<file path="src/rtl/datamem_arbiter.sv">
// Two-port arbiter for the shared 8-bit data memory: turns req/ack transactions
// into address-load / read / write strobes and write-protects the button register.
module datamem_arbiter #(
   parameter bit         PRIO_MODE = 1'b0,
   parameter logic [7:0] PROT_ADDR = 8'hFF,
   parameter bit         PROT_EN   = 1'b1
) (
   input  logic       clk,
   input  logic       reset,
   input  logic       a_req,
   input  logic       a_we,
   input  logic [7:0] a_addr,
   input  logic [7:0] a_wdata,
   output logic [7:0] a_rdata,
   output logic       a_ack,
   output logic       a_err,
   input  logic       b_req,
   input  logic       b_we,
   input  logic [7:0] b_addr,
   input  logic [7:0] b_wdata,
   output logic [7:0] b_rdata,
   output logic       b_ack,
   output logic       b_err,
   output logic [7:0] mem_wdata,
   input  logic [7:0] mem_rdata,
   output logic       c_memaddr,
   output logic       c_dataread,
   output logic       c_datawrite,
   output logic       owner,
   output logic       busy
);

   typedef enum logic [1:0] {IDLE, ADDR, DATA, ACK} state_t;

   state_t     state_q, state_d;
   logic       owner_q, owner_d;
   logic       we_q, we_d;
   logic [7:0] addr_q, addr_d;
   logic [7:0] wdata_q, wdata_d;
   logic [7:0] a_rdata_q, a_rdata_d;
   logic [7:0] b_rdata_q, b_rdata_d;
   logic       a_ack_q, a_ack_d;
   logic       b_ack_q, b_ack_d;
   logic       a_err_q, a_err_d;
   logic       b_err_q, b_err_d;
   logic [7:0] mem_wdata_q, mem_wdata_d;
   logic       c_memaddr_q, c_memaddr_d;
   logic       c_dataread_q, c_dataread_d;
   logic       c_datawrite_q, c_datawrite_d;
   logic       busy_q, busy_d;
   logic       grant_b;
   logic       prot_hit;

   assign prot_hit = PROT_EN && (addr_q == PROT_ADDR);

   // Outputs are computed for the state being entered, so each strobe is a flop
   // that lines up exactly with the state it belongs to.
   always_comb begin
      state_d       = state_q;
      owner_d       = owner_q;
      we_d          = we_q;
      addr_d        = addr_q;
      wdata_d       = wdata_q;
      a_rdata_d     = a_rdata_q;
      b_rdata_d     = b_rdata_q;
      a_ack_d       = 1'b0;
      b_ack_d       = 1'b0;
      a_err_d       = 1'b0;
      b_err_d       = 1'b0;
      mem_wdata_d   = 8'h00;
      c_memaddr_d   = 1'b0;
      c_dataread_d  = 1'b0;
      c_datawrite_d = 1'b0;
      grant_b       = owner_q;

      case (state_q)
         IDLE: begin
            if (a_req || b_req) begin
               if (PRIO_MODE)
                  grant_b = !a_req;
               else if (a_req && b_req)
                  grant_b = !owner_q;
               else
                  grant_b = b_req;
               owner_d     = grant_b;
               we_d        = grant_b ? b_we    : a_we;
               addr_d      = grant_b ? b_addr  : a_addr;
               wdata_d     = grant_b ? b_wdata : a_wdata;
               mem_wdata_d = grant_b ? b_addr  : a_addr;
               c_memaddr_d = 1'b1;
               state_d     = ADDR;
            end
         end
         ADDR: begin
            state_d = DATA;
            if (we_q) begin
               mem_wdata_d   = wdata_q;
               c_datawrite_d = !prot_hit;
            end else begin
               c_dataread_d = 1'b1;
            end
         end
         DATA: begin
            state_d = ACK;
            if (!we_q) begin
               if (owner_q)
                  b_rdata_d = mem_rdata;
               else
                  a_rdata_d = mem_rdata;
            end
            if (owner_q) begin
               b_ack_d = 1'b1;
               b_err_d = we_q && prot_hit;
            end else begin
               a_ack_d = 1'b1;
               a_err_d = we_q && prot_hit;
            end
         end
         ACK: begin
            state_d = IDLE;
         end
         default: begin
            state_d = IDLE;
         end
      endcase

      busy_d = (state_d != IDLE);
   end

   // Owner resets to B so that A wins the first round-robin tie.
   always_ff @(posedge clk) begin
      if (!reset) begin
         state_q       <= IDLE;
         owner_q       <= 1'b1;
         we_q          <= 1'b0;
         addr_q        <= 8'h00;
         wdata_q       <= 8'h00;
         a_rdata_q     <= 8'h00;
         b_rdata_q     <= 8'h00;
         a_ack_q       <= 1'b0;
         b_ack_q       <= 1'b0;
         a_err_q       <= 1'b0;
         b_err_q       <= 1'b0;
         mem_wdata_q   <= 8'h00;
         c_memaddr_q   <= 1'b0;
         c_dataread_q  <= 1'b0;
         c_datawrite_q <= 1'b0;
         busy_q        <= 1'b0;
      end else begin
         state_q       <= state_d;
         owner_q       <= owner_d;
         we_q          <= we_d;
         addr_q        <= addr_d;
         wdata_q       <= wdata_d;
         a_rdata_q     <= a_rdata_d;
         b_rdata_q     <= b_rdata_d;
         a_ack_q       <= a_ack_d;
         b_ack_q       <= b_ack_d;
         a_err_q       <= a_err_d;
         b_err_q       <= b_err_d;
         mem_wdata_q   <= mem_wdata_d;
         c_memaddr_q   <= c_memaddr_d;
         c_dataread_q  <= c_dataread_d;
         c_datawrite_q <= c_datawrite_d;
         busy_q        <= busy_d;
      end
   end

   assign a_rdata     = a_rdata_q;
   assign b_rdata     = b_rdata_q;
   assign a_ack       = a_ack_q;
   assign b_ack       = b_ack_q;
   assign a_err       = a_err_q;
   assign b_err       = b_err_q;
   assign mem_wdata   = mem_wdata_q;
   assign c_memaddr   = c_memaddr_q;
   assign c_dataread  = c_dataread_q;
   assign c_datawrite = c_datawrite_q;
   assign owner       = owner_q;
   assign busy        = busy_q;

endmodule

</file>
<file path="config.mk">
export PLATFORM = sky130hd
export DESIGN_NAME = datamem_arbiter
export DESIGN_NICKNAME = d
export VERILOG_FILES = /design/src/rtl/datamem_arbiter.sv
export SDC_FILE = /design/constraint.sdc
export NUM_CORES = 1
export LEC_CHECK = 0
export ABC_AREA = 1
export BUFFER_PORTS_ARGS = -buffer_cell sky130_fd_sc_hd__buf_2
export CAP_MARGIN = 10
export CELL_PAD_IN_SITES_DETAIL_PLACEMENT = 1
export CELL_PAD_IN_SITES_GLOBAL_PLACEMENT = 2
export CORE_MARGIN = 8
export CORE_UTILIZATION = 26
export CTS_CLUSTER_DIAMETER = 100
export DETAILED_ROUTE_END_ITERATION = 6
export PLACE_DENSITY_LB_ADDON = 0.05
export REMOVE_ABC_BUFFERS = 1
export SYNTH_ARGS = -nofsm -noshare
export SYNTH_HDL_FRONTEND = slang
export SYNTH_SLANG_ARGS = --single-unit
export TNS_END_PERCENT = 30
</file>
<file path="constraint.sdc">
create_clock -name clk -period 1.7 [get_ports clk]
set_input_delay 0.51 -clock clk [delete_from_list [all_inputs] [get_ports clk]]
set_output_delay 0.51 -clock clk [all_outputs]
set_load 0.1 [all_outputs]
</file>
==> metrics.cfg, run 1 <==
[sta]
rsz0062_at_grt = no
finClkSkew_ps = 4.57
setup_viol = 0
setup_slack_ps = 73.7
worst_pin_slew_ps = 544
tns_ps = 0
fmax_ghz = 0.615
hold_viol = 0
finalMaxSlewViolations = 0
fin_crit_sh_pct = 95.7
slew_headroom_pct = 63.7
finalCriticalPeriod_ps = 1630

[pwr]
power_frac_comb_pct = 49.9
swShare_pct = 50.4
power.internal_mw = 2.56
p_sw_mw = 2.59
leakage_nw = 1.42
pwr-share-clk_pct = 16.4
ir_drop_mv = 0.441
power_density_nw_per_um2 = 1820
seqPwrFrac_pct = 33.7

[layout]
final_cell_mix = buf_2, inv_1, dfxtp_1, nand2_1, nor2_1
fill_cells = 1050
seqCellArea_um2 = 1040
synthToLayoutAreaGrowth_pct = 27.6
final_area_um2 = 2830
final_common_cell = buf_2
diodes = 0
drive_above_1_share_pct = 29.3
fin_nets = 420
multi_input_area_um2 = 857

[cts]
clkLatencyLatePin_ps = 300
htreeDepth = 2
cts-root-buf = clkbuf_8
cts_tree = done
cts.sinks = 52
cts-buffers-inserted = 5
clk_pin_slew_ps = 90
cts_resized = 0
cts_hold_buf = 0
cts_buffer_depth = 2
cts_setup_buffers = 0

[critical_path]
critPathTopFamily = buffers and inverters
cp-start-kind = register
cp_slowest_cell = buf_2
worst-endpoint-arrival_ps = 1120
worstSetupPathType = register to output port
crit_path_cell_trace = buf_2
worstReg2RegStart = state_q[0]
r2r_end = addr_q[6]
path_max_fanout = 1
cpPeakStageDelay_ps = 440
endpoint_kind = output port
cp.required_ps = 1190
ff2ff_setup_slack_ps = 260
ff2ff_path_depth = 8
critical_path_buf_inv_count = 1

[global_routing]
grt_use_total_pct = 10.8
antenna_found_initial = 0
grt_pass1_vias = 2090
grt_pass1_wl_mm = 10.1
grt_max_degree = 29
overflow = 0

[min_path]
worstHoldStart = a_rdata[7]
holdPathEnd = a_rdata[7]
hold_path_depth = 2
hold_path.class = register to register

[detailed_routing]
drt-initial-drc-count = 54
first_pass_iters = 4
drc_errors = 0
num_vias = 1970
wl_per_cell_um = 13.0
drt-total-wl_mm = 6.22
viasPerCell = 4.13
ant_nets = 0

[floorplan]
fp.dieW_um = 108
fp.dieH_um = 108
core_area_um2 = 8260
core.rowCount = 33
ios = 79
initial_core_util_pct = 26.8
dieArea_um2 = 11700

[placement]
placed_area_um2 = 2720
hpwlAfterDp_mm = 4.85
post-place-ws_ps = 189
place_congestion = 0.655
port_buffers = 78

[logic_synthesis]
ys_seq_elements = 52
ys_seq_area_share_pct = 47.0
avgSynthCellArea_um2 = 7.59
yosysWarnings = 0
syn_inst = 292
synth.area.top_cells = dfxtp_1, inv_1, a21oi_1, o21ai_0, nand2_1
netlist_area_um2 = 2220
synth_cell_types = 21
yosys.area.top_type = dfxtp_1
synth_top_area_share_pct = 47.0

[flow_run]
maxCapViolations = 0

[outcome]
outcome = finished clean

routing by layer:
| layer | GRT usage, % | part of all wire, % | vias to the layer above |
|---|---|---|---|
| met5 | 0 | 0 | - |
| met4 | 3.81 | 1.3 | 0 |
| met3 | 3.57 | 7.2 | 6 |
| met2 | 17.7 | 44 | 56 |
| met1 | 12.9 | 47 | 848 |
| li1 | - | - | 1060 |
cell usage after synthesis, drive strengths merged:
master	count
buf	8
o211ai	2
a21oi	33
clkbuf	3
nand3	23
ha	3
nor2	34
inv	63
dfxtp	52
o21ai	34
nand2	37
how the worst max path moves through the flow:
stage | startpoint | endpoint | slack, ps | cells past startpoint
floorplan | owner | b_rdata[0] | -150 | 3
detailed placement | a_req | wdata_q[0] | 190 | 7
global placement | a_req | wdata_q[0] | 180 | 7
finish | mem_wdata[4] | mem_wdata[4] | 70 | 1
CTS | mem_wdata[4] | mem_wdata[4] | 60 | 1
global route | mem_wdata[4] | mem_wdata[4] | 30 | 1
kinds of logic after synthesis:
kind of cell / count (synthesis) / synth area share, %
AOI/OAI and AO/OA: 69 / 16.1
buffers and inverters: 74 / 14.4
adders and majority gates: 3 / 1.69
and+or+nand+nor: 94 / 20.8
DFF: 52 / 47.0
metrics by stage:
| stage | total power [mW] | cells | hold WS [ps] | utilization [%] |
|---|---|---|---|---|
| final | 5.15 | 477 | 444 | 34.3 |
| after global placement | 4.35 | 469 | 428 | 33.0 |
| after global routing | 5.51 | 477 | 473 | 34.3 |
| after detailed placement | 4.37 | 469 | 436 | 33.0 |
| after CTS | 5.24 | 477 | 451 | 34.3 |
| after floorplan | 3.74 | 281 | 442 | - |
state kept, by name (all words and copies together), names as in the netlist:
signal and flops:
b_ack 1, c_dataread 1, c_memaddr 1, state_q 2, owner 1, c_datawrite 1, a_err 1, addr_q 8
busy 1, b_rdata 8, a_rdata 8, mem_wdata 8, wdata_q 8, a_ack 1, we_q 1, b_err 1
layout make-up:
type	instances	area share, %
Clock inverter	2	1.24
Clock buffer	6	2.57
Sequential cell	52	36.8
Timing Repair Buffer	83	16.1
Multi-Input combinational cell	166	30.3
Tap cell	105	4.64
Inverter	63	8.36
power by group through the flow:
stage / clock network [mW] / registers [mW] / logic, mW
after floorplan: 0 / 2.96 / 0.779
after global placement: 0 / 1.76 / 2.59
after detailed placement: 0 / 1.76 / 2.61
after CTS: 0.890 / 1.74 / 2.61
after global routing: 0.953 / 1.77 / 2.78
final: 0.845 / 1.73 / 2.57
Note: power is estimated with default switching activity, not from simulation.
==> inputs of run 2 (changes only) <==
--- a/config.mk
+++ b/config.mk
@@ -15,6 +15,7 @@
 export CTS_CLUSTER_DIAMETER = 100
 export DETAILED_ROUTE_END_ITERATION = 6
 export PLACE_DENSITY_LB_ADDON = 0.05
+export RECOVER_POWER = 50
 export REMOVE_ABC_BUFFERS = 1
 export SYNTH_ARGS = -nofsm -noshare
 export SYNTH_HDL_FRONTEND = slang
==> metrics.cfg, run 2 (synthesis results as in run 1) <==
[outcome]
outcome = finished clean

[sta]
finalCriticalPeriod_ps = 1630
slew_headroom_pct = 64.1
setup_viol = 0
hold_viol = 0
whs_ps = 445
finClkSkew_ps = 5.95
worst_pin_slew_ps = 538
fmax_ghz = 0.615
finalMaxSlewViolations = 0
fin_crit_sh_pct = 95.7
rsz0062_at_grt = no

[detailed_routing]
first_pass_iters = 4
drt-initial-drc-count = 55
num_vias = 1981
drc_errors = 0
viasPerCell = 4.15
drt-total-wl_mm = 6.22
wl_per_cell_um = 13.0
ant_nets = 0

[critical_path]
cp_slowest_cell = buf_2
critical_path_buf_inv_count = 1
worstSetupPathType = register to output port
path_max_fanout = 1
cp-start-kind = register
endpoint_kind = output port
ff2ff_setup_slack_ps = 210
crit_path_cell_trace = buf_2
ff2ff_path_depth = 8
worstReg2RegStart = state_q[0]
worst-endpoint-arrival_ps = 1120
cpPeakStageDelay_ps = 440
cp.required_ps = 1190
critPathTopFamily = buffers and inverters
r2r_end = addr_q[6]

[floorplan]
initial_core_util_pct = 26.8
fp.dieW_um = 108
dieArea_um2 = 11700
core_area_um2 = 8260
core.rowCount = 33
ios = 79
fp.dieH_um = 108

[pwr]
power_density_nw_per_um2 = 1830
leakage_nw = 1.40
ir_drop_mv = 0.439
power.total_mw = 5.09

[cts]
cts_tree = done
cts_hold_buf = 0
clkLatencyLatePin_ps = 300
cts_buffer_depth = 2
htreeDepth = 2
cts-buffers-inserted = 5
clk_pin_slew_ps = 90
cts_setup_buffers = 0
cts-root-buf = clkbuf_8
cts.sinks = 52
cts_resized = 0

[layout]
drive_above_1_share_pct = 26.6
diodes = 0
fin_nets = 420
seqCellArea_um2 = 1040
final_cell_mix = buf_2, inv_1, dfxtp_1, nand2_1, o21ai_0
fin_cells = 477
final_area_um2 = 2790
multi_input_area_um2 = 817
fill_cells = 1055
final_common_cell = buf_2
synthToLayoutAreaGrowth_pct = 25.6

[min_path]
worstHoldStart = a_rdata[7]
hold_path_depth = 2
hold_path.class = register to register
holdPathEnd = a_rdata[7]

[placement]
place_congestion = 0.655
placed_area_um2 = 2720
hpwlAfterDp_mm = 4.85
port_buffers = 78
dp_cells = 469

[global_routing]
grt_pass1_wl_mm = 10.1
grt_pass1_vias = 2090
grt_max_degree = 29
antenna_found_initial = 0
overflow = 0
grt_use_total_pct = 10.8

[flow_run]
maxCapViolations = 0

-- run 2: changes by cell type in the layout (fill, tap and decap cells not counted) --
cell and change:
clkbuf_1 +1, o21ai_0 +2, buf_4 -1, o21ai_1 -2, inv_1 +1, nand3_2 -8
inv_2 -1, nand3_1 +8
-- run 2: per-layer routing --
metal	share of wire [%]	GRT usage (%)	wire, µm	up-vias
li1	-	-	-	1059
met1	48	12.9	2970	860
met2	44	17.7	2720	56
met3	7.2	3.57	450	6
met4	1.3	3.81	82	0
met5	0	0	0	-
-- run 2: how the worst max path moves through the flow --
stage,slack [ps],end,start,depth (start not counted)
floorplan,-150,b_rdata[0],owner,3
global placement,180,wdata_q[0],a_req,7
finish,70,mem_wdata[4],mem_wdata[4],1
detailed placement,190,wdata_q[0],a_req,7
global route,30,mem_wdata[4],mem_wdata[4],1
CTS,60,mem_wdata[4],mem_wdata[4],1
-- run 2: area by class of cell --
class,instances,area share [%]
Multi-Input combinational cell,166,29.3
Timing Repair Buffer,83,16.2
Clock inverter,2,1.26
Inverter,63,8.49
Sequential cell,52,37.4
Clock buffer,6,2.61
Tap cell,105,4.72
-- run 2: where the power goes --
| part | switching [mW] | internal [mW] | total (mW) |
|---|---|---|---|
| Combinational | 1.98 | 0.539 | 2.52 |
| Clock | 0.405 | 0.438 | 0.842 |
| Sequential | 0.180 | 1.55 | 1.73 |
-- run 2: stage by stage --
stage / utilization [%] / worst slack (ps) / TNS (ps)
after floorplan: - / -153 / -2290
after global placement: 33.0 / 177 / 0
after detailed placement: 33.0 / 189 / 0
after CTS: 34.3 / 57.8 / 0
after global routing: 33.7 / 29.8 / 0
final: 33.7 / 72.9 / 0
==> inputs of run 3 (changes only) <==
--- a/config.mk
+++ b/config.mk
@@ -5,17 +5,15 @@
 export SDC_FILE = /design/constraint.sdc
 export NUM_CORES = 1
 export LEC_CHECK = 0
-export ABC_AREA = 1
 export BUFFER_PORTS_ARGS = -buffer_cell sky130_fd_sc_hd__buf_2
 export CAP_MARGIN = 10
 export CELL_PAD_IN_SITES_DETAIL_PLACEMENT = 1
 export CELL_PAD_IN_SITES_GLOBAL_PLACEMENT = 2
 export CORE_MARGIN = 8
-export CORE_UTILIZATION = 26
+export CORE_UTILIZATION = 28
 export CTS_CLUSTER_DIAMETER = 100
 export DETAILED_ROUTE_END_ITERATION = 6
 export PLACE_DENSITY_LB_ADDON = 0.05
-export RECOVER_POWER = 50
 export REMOVE_ABC_BUFFERS = 1
 export SYNTH_ARGS = -nofsm -noshare
 export SYNTH_HDL_FRONTEND = slang
==> metrics.cfg, run 3 <==
[flow_run]
maxCapViolations = 0

[floorplan]
core.rowCount = 32
ios = 79
dieArea_um2 = 10800
core_area_um2 = 7610
fp.dieW_um = 104
fp.dieH_um = 104
initial_core_util_pct = 28.4

[critical_path]
ff2ff_path_depth = 5
path_max_fanout = 2
critPathCapture = b_rdata[3]
cp.required_ps = 1190
worstSetupPathType = register to output port
worstReg2RegStart = state_q[0]
cp_num_cells = 1
cp-start-kind = register
critPathTopFamily = buffers and inverters
cpPeakStageDelay_ps = 430
worstSetupStartpoint = b_rdata[3]
endpoint_kind = output port
cp_slowest_cell = buf_2
critical_path_buf_inv_count = 1
crit_path_cell_trace = buf_2
worst-endpoint-arrival_ps = 1090
r2r_end = we_q
ff2ff_setup_slack_ps = 230

[detailed_routing]
wl_per_cell_um = 14.9
drt-initial-drc-count = 37
drc_errors = 0
num_vias = 1870
first_pass_iters = 3
viasPerCell = 4.54
drt-total-wl_mm = 6.15
ant_nets = 0

[global_routing]
overflow = 0
grt_use_total_pct = 11.9
grt_pass1_wl_mm = 10.6
grt_max_degree = 45
antenna_found_initial = 0
grt_pass1_vias = 2036

[sta]
finalMaxSlewViolations = 0
slew_headroom_pct = 66.3
fmax_ghz = 0.623
worst_pin_slew_ps = 509
setup_viol = 0
fin_crit_sh_pct = 94.4
setup_slack_ps = 95.5
hold_viol = 0
finalCriticalPeriod_ps = 1600
rsz0062_at_grt = no
finClkSkew_ps = 13.1

[cts]
htreeDepth = 2
clkLatencyLatePin_ps = 310
cts-root-buf = clkbuf_8
cts.sinks = 52
cts-buffers-inserted = 5
cts_buffer_depth = 2
clk_pin_slew_ps = 100
cts_hold_buf = 0
cts_tree = done

[layout]
fin_cells = 412
utilization_pct = 36.3
fin_nets = 358
seqCellArea_um2 = 1040
multi_input_area_um2 = 988
final_area_um2 = 2770
drive_above_1_share_pct = 32.9
diodes = 0
final_cell_mix = buf_2, dfxtp_1, nand2_1, o21ai_0, a21oi_1
fill_cells = 958
synthToLayoutAreaGrowth_pct = 27.8
final_common_cell = buf_2

[logic_synthesis]
async_flop_share_pct = 0
synth_flop_cell = dfxtp_1
synth.area.top_cells = dfxtp_1, mux2i_1, nand2_1, o21ai_0, a31oi_1
synth.most_common_cell = dfxtp_1
netlist_area_um2 = 2160
yosysWarnings = 0
ys_seq_elements = 52
ys_seq_area_share_pct = 48.1
synth_top_area_share_pct = 48.1
syn_inst = 233
synth_cell_types = 32
yosys.area.top_type = dfxtp_1
avgSynthCellArea_um2 = 9.28
synth_common_cells = dfxtp_1, nand2_1, o21ai_0
synth_edf_count = 0

[pwr]
pwr-share-clk_pct = 18.1
swShare_pct = 44.8
power.total_mw = 4.10
power_frac_comb_pct = 43.2
power.internal_mw = 2.26
power_density_nw_per_um2 = 1480
seqPwrFrac_pct = 38.7
ir_drop_mv = 0.465
leakage_nw = 1.29
p_sw_mw = 1.84

[placement]
hpwlAfterDp_mm = 4.50
place_congestion = 0.705
port_buffers = 78
dp_cells = 404
placed_area_um2 = 2670
post-place-ws_ps = 134

[outcome]
outcome = finished clean

[min_path]
hold_path.class = input port to register

-- run 3: worst min-delay path by stage --
stage                           from    endpoint  slack [ps]  depth (start not counted)
after floorplan           wdata_q[0]  wdata_q[0]         510                          2
after global placement    b_rdata[1]  b_rdata[1]         490                          2
after detailed placement  b_rdata[5]  b_rdata[5]         500                          2
after CTS                 a_wdata[3]  wdata_q[3]         440                          3
after global routing      b_wdata[1]  wdata_q[1]         440                          3
final                     a_wdata[2]  wdata_q[2]         440                          3
-- run 3: per-stage QoR --
| step | hold WS [ps] | setup TNS, ps |
|---|---|---|
| after detailed placement | 504 | 0 |
| after global routing | 443 | 0 |
| final | 443 | 0 |
| after floorplan | 508 | -9040 |
| after global placement | 493 | 0 |
| after CTS | 435 | 0 |
-- run 3: cell families (layout without fill, tap and decap cells) --
kind of cell | after synthesis | in the layout | synth area share (%)
multiplexers | 17 | 17 | 8.10
AND/OR/NAND/NOR | 75 | 75 | 17.9
AO/OA/AOI/OAI | 66 | 66 | 17.8
adder cells (fa/ha/maj) | 3 | 3 | 1.74
buffers and inverters | 20 | 97 | 6.30
flip-flops | 52 | 52 | 48.1
-- run 3: final cells by class --
cell class | instances | share of cell area [%]
Sequential cell | 52 | 37.7
Clock buffer | 6 | 2.99
Timing Repair Buffer | 86 | 18.2
Inverter | 3 | 0.407
Multi-Input combinational cell | 161 | 35.7
Clock inverter | 2 | 0.362
Tap cell | 102 | 4.62
-- run 3: repair_timing --
item	4_1_cts	5_1_grt
resized for setup	0	2
endpoints found under the setup margin	0	2
buffers inserted	0	0
-- run 3: power by group through the flow --
| stage | Clock (mW) | Sequential, mW | Combinational [mW] |
|---|---|---|---|
| floorplan | 0 | 2.33 | 0.586 |
| global placement | 0 | 1.61 | 1.78 |
| detailed placement | 0 | 1.62 | 1.80 |
| CTS | 0.783 | 1.59 | 1.80 |
| global route | 0.831 | 1.62 | 1.92 |
| finish | 0.741 | 1.59 | 1.77 |
-- run 3: routing by layer --
metal	track usage (%)	wire (µm)	vias to the layer above
met3	3.53	303	6
met2	19.4	2770	52
met1	14.8	3010	855
met4	3.41	71	0
li1	-	-	957
met5	0	0	-
